$ cat src/rtl/decode_pkg.sv
// decode_pkg: shared definitions for the RV32I decode stage.
//   - instruction-class (mode) constants
//   - major opcode constants and R-type funct7 values
//   - dec_rec_t: XLEN-independent part of a decoded record
//   - opcode_mode(): opcode -> mode classification
package decode_pkg;

    localparam logic [3:0] MODE_NULL    = 4'd0;
    localparam logic [3:0] MODE_R       = 4'd1;
    localparam logic [3:0] MODE_I       = 4'd2;
    localparam logic [3:0] MODE_LOAD    = 4'd3;
    localparam logic [3:0] MODE_STORE   = 4'd4;
    localparam logic [3:0] MODE_BRANCH  = 4'd5;
    localparam logic [3:0] MODE_JAL     = 4'd6;
    localparam logic [3:0] MODE_LUI     = 4'd7;
    localparam logic [3:0] MODE_AUIPC   = 4'd8;
    localparam logic [3:0] MODE_ILLEGAL = 4'd9;
    localparam logic [3:0] MODE_JALR    = 4'd10;
    localparam logic [3:0] MODE_SYSTEM  = 4'd11;

    localparam logic [6:0] OP_NULL   = 7'h00;
    localparam logic [6:0] OP_R      = 7'h33;
    localparam logic [6:0] OP_I      = 7'h13;
    localparam logic [6:0] OP_LOAD   = 7'h03;
    localparam logic [6:0] OP_STORE  = 7'h23;
    localparam logic [6:0] OP_BRANCH = 7'h63;
    localparam logic [6:0] OP_JAL    = 7'h6F;
    localparam logic [6:0] OP_LUI    = 7'h37;
    localparam logic [6:0] OP_AUIPC  = 7'h17;
    localparam logic [6:0] OP_JALR   = 7'h67;
    localparam logic [6:0] OP_SYSTEM = 7'h73;

    localparam logic [6:0] F7_BASE   = 7'h00;
    localparam logic [6:0] F7_ALT    = 7'h20;
    localparam logic [6:0] F7_MULDIV = 7'h01;

    // Immediate and PC are kept outside the record because their widths
    // are parameters of the stage.
    typedef struct packed {
        logic [3:0] mode;
        logic [4:0] rd;
        logic [4:0] rs1;
        logic [4:0] rs2;
        logic [2:0] funct3;
        logic [6:0] funct7;
        logic       illegal;
    } dec_rec_t;

    function automatic logic [3:0] opcode_mode(input logic [6:0] opcode);
        case (opcode)
            OP_NULL:   return MODE_NULL;
            OP_R:      return MODE_R;
            OP_I:      return MODE_I;
            OP_LOAD:   return MODE_LOAD;
            OP_STORE:  return MODE_STORE;
            OP_BRANCH: return MODE_BRANCH;
            OP_JAL:    return MODE_JAL;
            OP_LUI:    return MODE_LUI;
            OP_AUIPC:  return MODE_AUIPC;
            OP_JALR:   return MODE_JALR;
            OP_SYSTEM: return MODE_SYSTEM;
            default:   return MODE_ILLEGAL;
        endcase
    endfunction

endpackage

$ cat src/rtl/imm_gen.sv
// imm_gen: combinational RV32I immediate builder.
//   instr [31:7] : instruction bits above the opcode
//   mode  [3:0]  : instruction class from decode_pkg
//   imm   [XLEN] : immediate, sign-extended to XLEN (system: zero-extended);
//                  0 for R-type, null and unknown classes
module imm_gen
    import decode_pkg::*;
#(
    parameter int XLEN = 32
) (
    input  logic        [31:7]     instr,
    input  logic        [3:0]      mode,
    output logic signed [XLEN-1:0] imm
);

    always_comb begin
        imm = '0;
        case (mode)
            MODE_I, MODE_LOAD, MODE_JALR:
                imm = XLEN'($signed(instr[31:20]));
            MODE_STORE:
                imm = XLEN'($signed({instr[31:25], instr[11:7]}));
            MODE_BRANCH:
                imm = XLEN'($signed({instr[31], instr[7], instr[30:25], instr[11:8], 1'b0}));
            MODE_JAL:
                imm = XLEN'($signed({instr[31], instr[19:12], instr[20], instr[30:21], 1'b0}));
            MODE_LUI, MODE_AUIPC:
                imm = XLEN'($signed({instr[31:12], 12'b0}));
            // CSR address / zimm field: unsigned.
            MODE_SYSTEM:
                imm = XLEN'(instr[31:20]);
            default:
                imm = '0;
        endcase
    end

endmodule

$ cat src/rtl/instr_decode_stage.sv
// instr_decode_stage: registered RV32I decode stage with a 2-entry elastic
// buffer between fetch and register-read/execute.
//   clk, reset          : rising-edge clock, synchronous active-high reset
//   flush               : drop every buffered entry and any same-cycle push
//   in_valid/in_ready   : upstream handshake, in_instr/in_pc carried with it
//   out_valid/out_ready : downstream handshake for the decoded record
//   out_mode, out_rd, out_rs1, out_rs2, out_funct3, out_funct7, out_imm,
//   out_pc, out_illegal : decoded record (all zero while out_valid is low)
//   ill_count           : saturating count of accepted illegal instructions
// Build option: define DEC_RV32M_EN to accept R-type funct7 0x01 (M extension)
// and add the out_muldiv output.
module instr_decode_stage
    import decode_pkg::*;
#(
    parameter int XLEN      = 32,
    parameter int PC_W      = 32,
    parameter int ILL_CNT_W = 16
) (
    input  logic                 clk,
    input  logic                 reset,
    input  logic                 flush,
    input  logic                 in_valid,
    output logic                 in_ready,
    input  logic [31:0]          in_instr,
    input  logic [PC_W-1:0]      in_pc,
    output logic                 out_valid,
    input  logic                 out_ready,
    output logic [3:0]           out_mode,
    output logic [4:0]           out_rd,
    output logic [4:0]           out_rs1,
    output logic [4:0]           out_rs2,
    output logic [2:0]           out_funct3,
    output logic [6:0]           out_funct7,
    output logic [XLEN-1:0]      out_imm,
    output logic [PC_W-1:0]      out_pc,
    output logic                 out_illegal,
    output logic [ILL_CNT_W-1:0] ill_count
`ifdef DEC_RV32M_EN
    ,
    output logic                 out_muldiv
`endif
);

    logic [3:0]             dec_mode;
    logic                   f7_legal;
    dec_rec_t               dec_rec;
    logic signed [XLEN-1:0] raw_imm;
    logic [XLEN-1:0]        dec_imm;

    dec_rec_t               rec_q [2];
    logic [XLEN-1:0]        imm_q [2];
    logic [PC_W-1:0]        pc_q  [2];
    dec_rec_t               head_rec;

    logic [1:0]             count_q, count_d;
    logic                   wr_ptr_q, wr_ptr_d;
    logic                   rd_ptr_q, rd_ptr_d;
    logic [ILL_CNT_W-1:0]   ill_count_q, ill_count_d;
    logic                   push, pop;

    // Decode on the input side so a buffered entry is already complete.
    assign dec_mode = opcode_mode(in_instr[6:0]);

`ifdef DEC_RV32M_EN
    logic dec_muldiv;
    logic muldiv_q [2];

    assign f7_legal   = (in_instr[31:25] == F7_BASE) || (in_instr[31:25] == F7_ALT) ||
                        (in_instr[31:25] == F7_MULDIV);
    assign dec_muldiv = (dec_mode == MODE_R) && (in_instr[31:25] == F7_MULDIV);
`else
    assign f7_legal   = (in_instr[31:25] == F7_BASE) || (in_instr[31:25] == F7_ALT);
`endif

    always_comb begin
        dec_rec         = '0;
        dec_rec.mode    = dec_mode;
        dec_rec.rd      = in_instr[11:7];
        dec_rec.rs1     = in_instr[19:15];
        dec_rec.rs2     = in_instr[24:20];
        dec_rec.funct3  = in_instr[14:12];
        dec_rec.funct7  = in_instr[31:25];
        // Non-zero opcodes without the 2'b11 suffix are compressed/unknown.
        dec_rec.illegal = (dec_mode == MODE_ILLEGAL) ||
                          ((in_instr[1:0] != 2'b11) && (in_instr[6:0] != OP_NULL)) ||
                          ((dec_mode == MODE_R) && !f7_legal);
    end

    imm_gen #(.XLEN(XLEN)) u_imm_gen (
        .instr (in_instr[31:7]),
        .mode  (dec_mode),
        .imm   (raw_imm)
    );

    assign dec_imm = dec_rec.illegal ? '0 : raw_imm;

    // Handshake flags come only from registered occupancy.
    assign in_ready  = (count_q != 2'd2);
    assign out_valid = (count_q != 2'd0);
    assign push      = in_valid && in_ready && !flush;
    assign pop       = out_valid && out_ready;

    always_comb begin
        count_d     = count_q;
        wr_ptr_d    = wr_ptr_q;
        rd_ptr_d    = rd_ptr_q;
        ill_count_d = ill_count_q;
        if (flush) begin
            count_d  = 2'd0;
            wr_ptr_d = 1'b0;
            rd_ptr_d = 1'b0;
        end else begin
            if (push) wr_ptr_d = ~wr_ptr_q;
            if (pop)  rd_ptr_d = ~rd_ptr_q;
            count_d = count_q + {1'b0, push} - {1'b0, pop};
        end
        if (push && dec_rec.illegal && (ill_count_q != '1)) begin
            ill_count_d = ill_count_q + 1'b1;
        end
    end

    always_ff @(posedge clk) begin
        if (reset) begin
            count_q     <= 2'd0;
            wr_ptr_q    <= 1'b0;
            rd_ptr_q    <= 1'b0;
            ill_count_q <= '0;
        end else begin
            count_q     <= count_d;
            wr_ptr_q    <= wr_ptr_d;
            rd_ptr_q    <= rd_ptr_d;
            ill_count_q <= ill_count_d;
        end
    end

    // Entry storage needs no reset: outputs are masked while empty.
    always_ff @(posedge clk) begin
        if (push) begin
            rec_q[wr_ptr_q] <= dec_rec;
            imm_q[wr_ptr_q] <= dec_imm;
            pc_q[wr_ptr_q]  <= in_pc;
`ifdef DEC_RV32M_EN
            muldiv_q[wr_ptr_q] <= dec_muldiv;
`endif
        end
    end

    assign head_rec    = out_valid ? rec_q[rd_ptr_q] : '0;
    assign out_mode    = head_rec.mode;
    assign out_rd      = head_rec.rd;
    assign out_rs1     = head_rec.rs1;
    assign out_rs2     = head_rec.rs2;
    assign out_funct3  = head_rec.funct3;
    assign out_funct7  = head_rec.funct7;
    assign out_illegal = head_rec.illegal;
    assign out_imm     = out_valid ? imm_q[rd_ptr_q] : '0;
    assign out_pc      = out_valid ? pc_q[rd_ptr_q]  : '0;
    assign ill_count   = ill_count_q;
`ifdef DEC_RV32M_EN
    assign out_muldiv  = out_valid && muldiv_q[rd_ptr_q];
`endif

endmodule

$ cat config.mk
export PLATFORM = sky130hd
export DESIGN_NAME = instr_decode_stage
export DESIGN_NICKNAME = d
export VERILOG_FILES = /design/src/rtl/decode_pkg.sv /design/src/rtl/imm_gen.sv /design/src/rtl/instr_decode_stage.sv
export SDC_FILE = /design/constraint.sdc
export NUM_CORES = 1
export LEC_CHECK = 0
export ABC_AREA = 1
export CORE_AREA = 3 3 135 137
export DETAILED_ROUTE_END_ITERATION = 7
export DIE_AREA = 0 0 138 140
export PLACE_DENSITY = 0.76
export SYNTH_ARGS = -nofsm -noshare
export SYNTH_HDL_FRONTEND = slang
export SYNTH_SLANG_ARGS = --single-unit
$ cat constraint.sdc
create_clock -name clk -period 8.3 [get_ports clk]
set_clock_uncertainty 0.15 [all_clocks]
set_input_delay 1.66 -clock clk [delete_from_list [all_inputs] [get_ports clk]]
set_output_delay 1.66 -clock clk [all_outputs]
set_load 0.02 [all_outputs]
==> reports/results.ini <==
[run_status]
status=complete, no violations

[detailed_routing]
drt_iter0_markers=511
dr_total_vias=6386
drt_pass1_iterations=5
met1_length_um=8860
wl_per_cell_um=16.4
routed_wl_um=20100
drc=0
viasPerCell=5.21
routed.top_layer=met4
dr_wl_met2_um=9720
dr_wl_met3_um=1280
antenna_left=0

[clock_tree]
numCtsBuffers=22
postCtsSetupBuffers=0
clkTransAtPathRegs_ps=60
cts_max_level=1
cts-root-buf=clkbuf_16
hold_buffers=0
cts_tree=done
clkLatencyLatePin_ps=480
cts_sinks=209
cts_buffer_depth=3
ctsResizeCount=0

[setup_path]
required_ps=6490
reg2regPathDepth=10
cp_max_fo=57
r2r-start=count_q[1]
critPathCaptureType=output port
worstPathArrival_ps=3250
start_kind=flip-flop
path_class=reg -> out
worst-r2r-setup-slack_ps=5120
worst_r2r_endpoint=count_q[1]

[synth]
synth.avg_cell_area_um2=10.7
synth_seq_cells=209
synthArstFlopShare=0
synth_top_area_cell=edfxtp_1
ys_top_cells_by_count=nand2_1, edfxtp_1, a21oi_1
syn_area_mm2=0.00873
yosysSeqAreaShare=0.694
ys.flop_type=edfxtp_1
yosysUniqueCellTypes=29
yosysMostFrequentCell=nand2_1
yosysWarningCount=0
syn_nets=888
netlist.area_leader.share=0.646
synth-edff-count=188
synthTopCellsByArea=edfxtp_1, nand2_1, a21oi_1
netlist_instances=816

[hold_path]
holdPathStages=1
min-delay-start=rd_ptr_q
hp-class=reg -> reg

[floorplanning]
ios=181
rows=48
floorplan.initialDensity=0.509
die_x_um=138
dieArea_mm2=0.0193
die_y_um=140
coreArea_mm2=0.0172

[placed_design]
place_congestion=0.864
pre_cts_slack_ps=3580
numPortBuffers=180
hpwl_um=12700

[global_route]
grt_use_total=0.198
grt_first_pass_wirelength_um=31300
globalRouteOverflowTotal=0
grt_pass1_vias=5924
grt_max_degree=60
antenna_found_initial=0

[pwr]
p_leak_nw=4.09
max-vdd-ir-drop_mv=0.174
powerDensity_mw_per_mm2=203

[final_layout]
final_core_utilization=0.665
syn2layout_area_growth_pct=30.8
diodes=0
drive_gt1_frac=0.0570
nNetsFinal=1057

[sta]
whs_ps=305
layout_setup_ws_ps=3240
tns_ps=0
min_period_over_period=0.610
relSlewSlack=0.272
rsz0062_at_grt=no
timing_hold_violations_final=0
worst_pin_slew_ps=1090
final_max_slew_viol_count=0
setup_viol_count_final=0
max_freq_mhz=197
min_period_ps=5060

[run]
maxCapViolCount=0

cell families (layout without fill, tap and decap cells):
family | count (synthesis) | count (layout) | synth area share
AND/OR/NAND/NOR | 377 | 377 | 0.179
buffers and inverters | 94 | 278 | 0.0433
adder cells (fa/ha/maj) | 3 | 3 | 0.00430
XOR/XNOR | 4 | 4 | 0.00401
AO/OA/AOI/OAI | 129 | 129 | 0.0745
flip-flops | 209 | 209 | 0.694
stage by stage:
stage | total power, mW | cell area (um2) | cells
final | 2.32 | 11400 | 1225
after global routing | 2.39 | 11400 | 1225
after CTS | 2.34 | 11400 | 1225
after detailed placement | 1.38 | 10700 | 1186
after global placement | 1.38 | 10700 | 1186
after floorplan | 1.29 | 8730 | 816
cells in the final DEF, fill, tap and decap left out, types with 4 or more instances in the layout:
cell	count
buf_4	5
nand2_1	270
nand4_1	20
clkdlybuf4s50_1	180
a21oi_1	104
edfxtp_1	188
o21ai_1	6
o21ai_0	17
nor3_1	12
clkinv_1	7
dfxtp_1	20
clkbuf_16	22
inv_1	48
nor2_1	44
inv_2	4
nand3_1	16
nor2_4	4
routing by layer:
| metal | global-route usage | vias to the layer above |
|---|---|---|
| li1 | - | 3131 |
| met2 | 0.336 | 215 |
| met1 | 0.276 | 3020 |
| met5 | 0 | - |
| met3 | 0.0300 | 20 |
| met4 | 0.0380 | 0 |
sequential cells by signal, indices dropped and copies added (netlist names), named ones only:
register,flops
pc_q,64
rec_q,60
wr_ptr_q,1
count_q,2
imm_q,64
rd_ptr_q,1
ill_count,16
worst max-delay path by stage:
stage / start / end / slack, ps / depth (start not counted)
5_1_grt: flip-flop / out_funct7[4] / 3040 / 5
3_5_place_dp: flush / rec_q[1][28] / 3580 / 5
3_3_place_gp: flush / pc_q[0][23] / 3600 / 5
4_1_cts: flip-flop / out_imm[22] / 3190 / 5
2_1_floorplan: flush / imm_q[1][0] / 1800 / 3
6_report: flip-flop / out_imm[22] / 3240 / 5
critical path, cell delays in order (launching register included):
cell,delay [ps]
dfxtp_4,680
clkinv_2,640
buf_4,540
nand2_1,140
a21oi_1,100
clkdlybuf4s50_1,600
layout make-up:
type / count / area [um2]
inverters: 54 / 204
well taps: 225 / 282
fillers: 1347 / 5750
clock inverters: 15 / 163
multi-input cells: 513 / 2310
flip-flops and latches: 209 / 6070
repair buffers: 185 / 1840
clock buffers: 24 / 558
report_power, final:
part,switching [mW],internal (mW),leakage [nW]
sequential,0.00779,1.17,1.87
clock,0.382,0.580,0.341
combinational,0.103,0.0738,1.87
total,0.493,1.83,4.09
(Power assumes the default switching activity.)
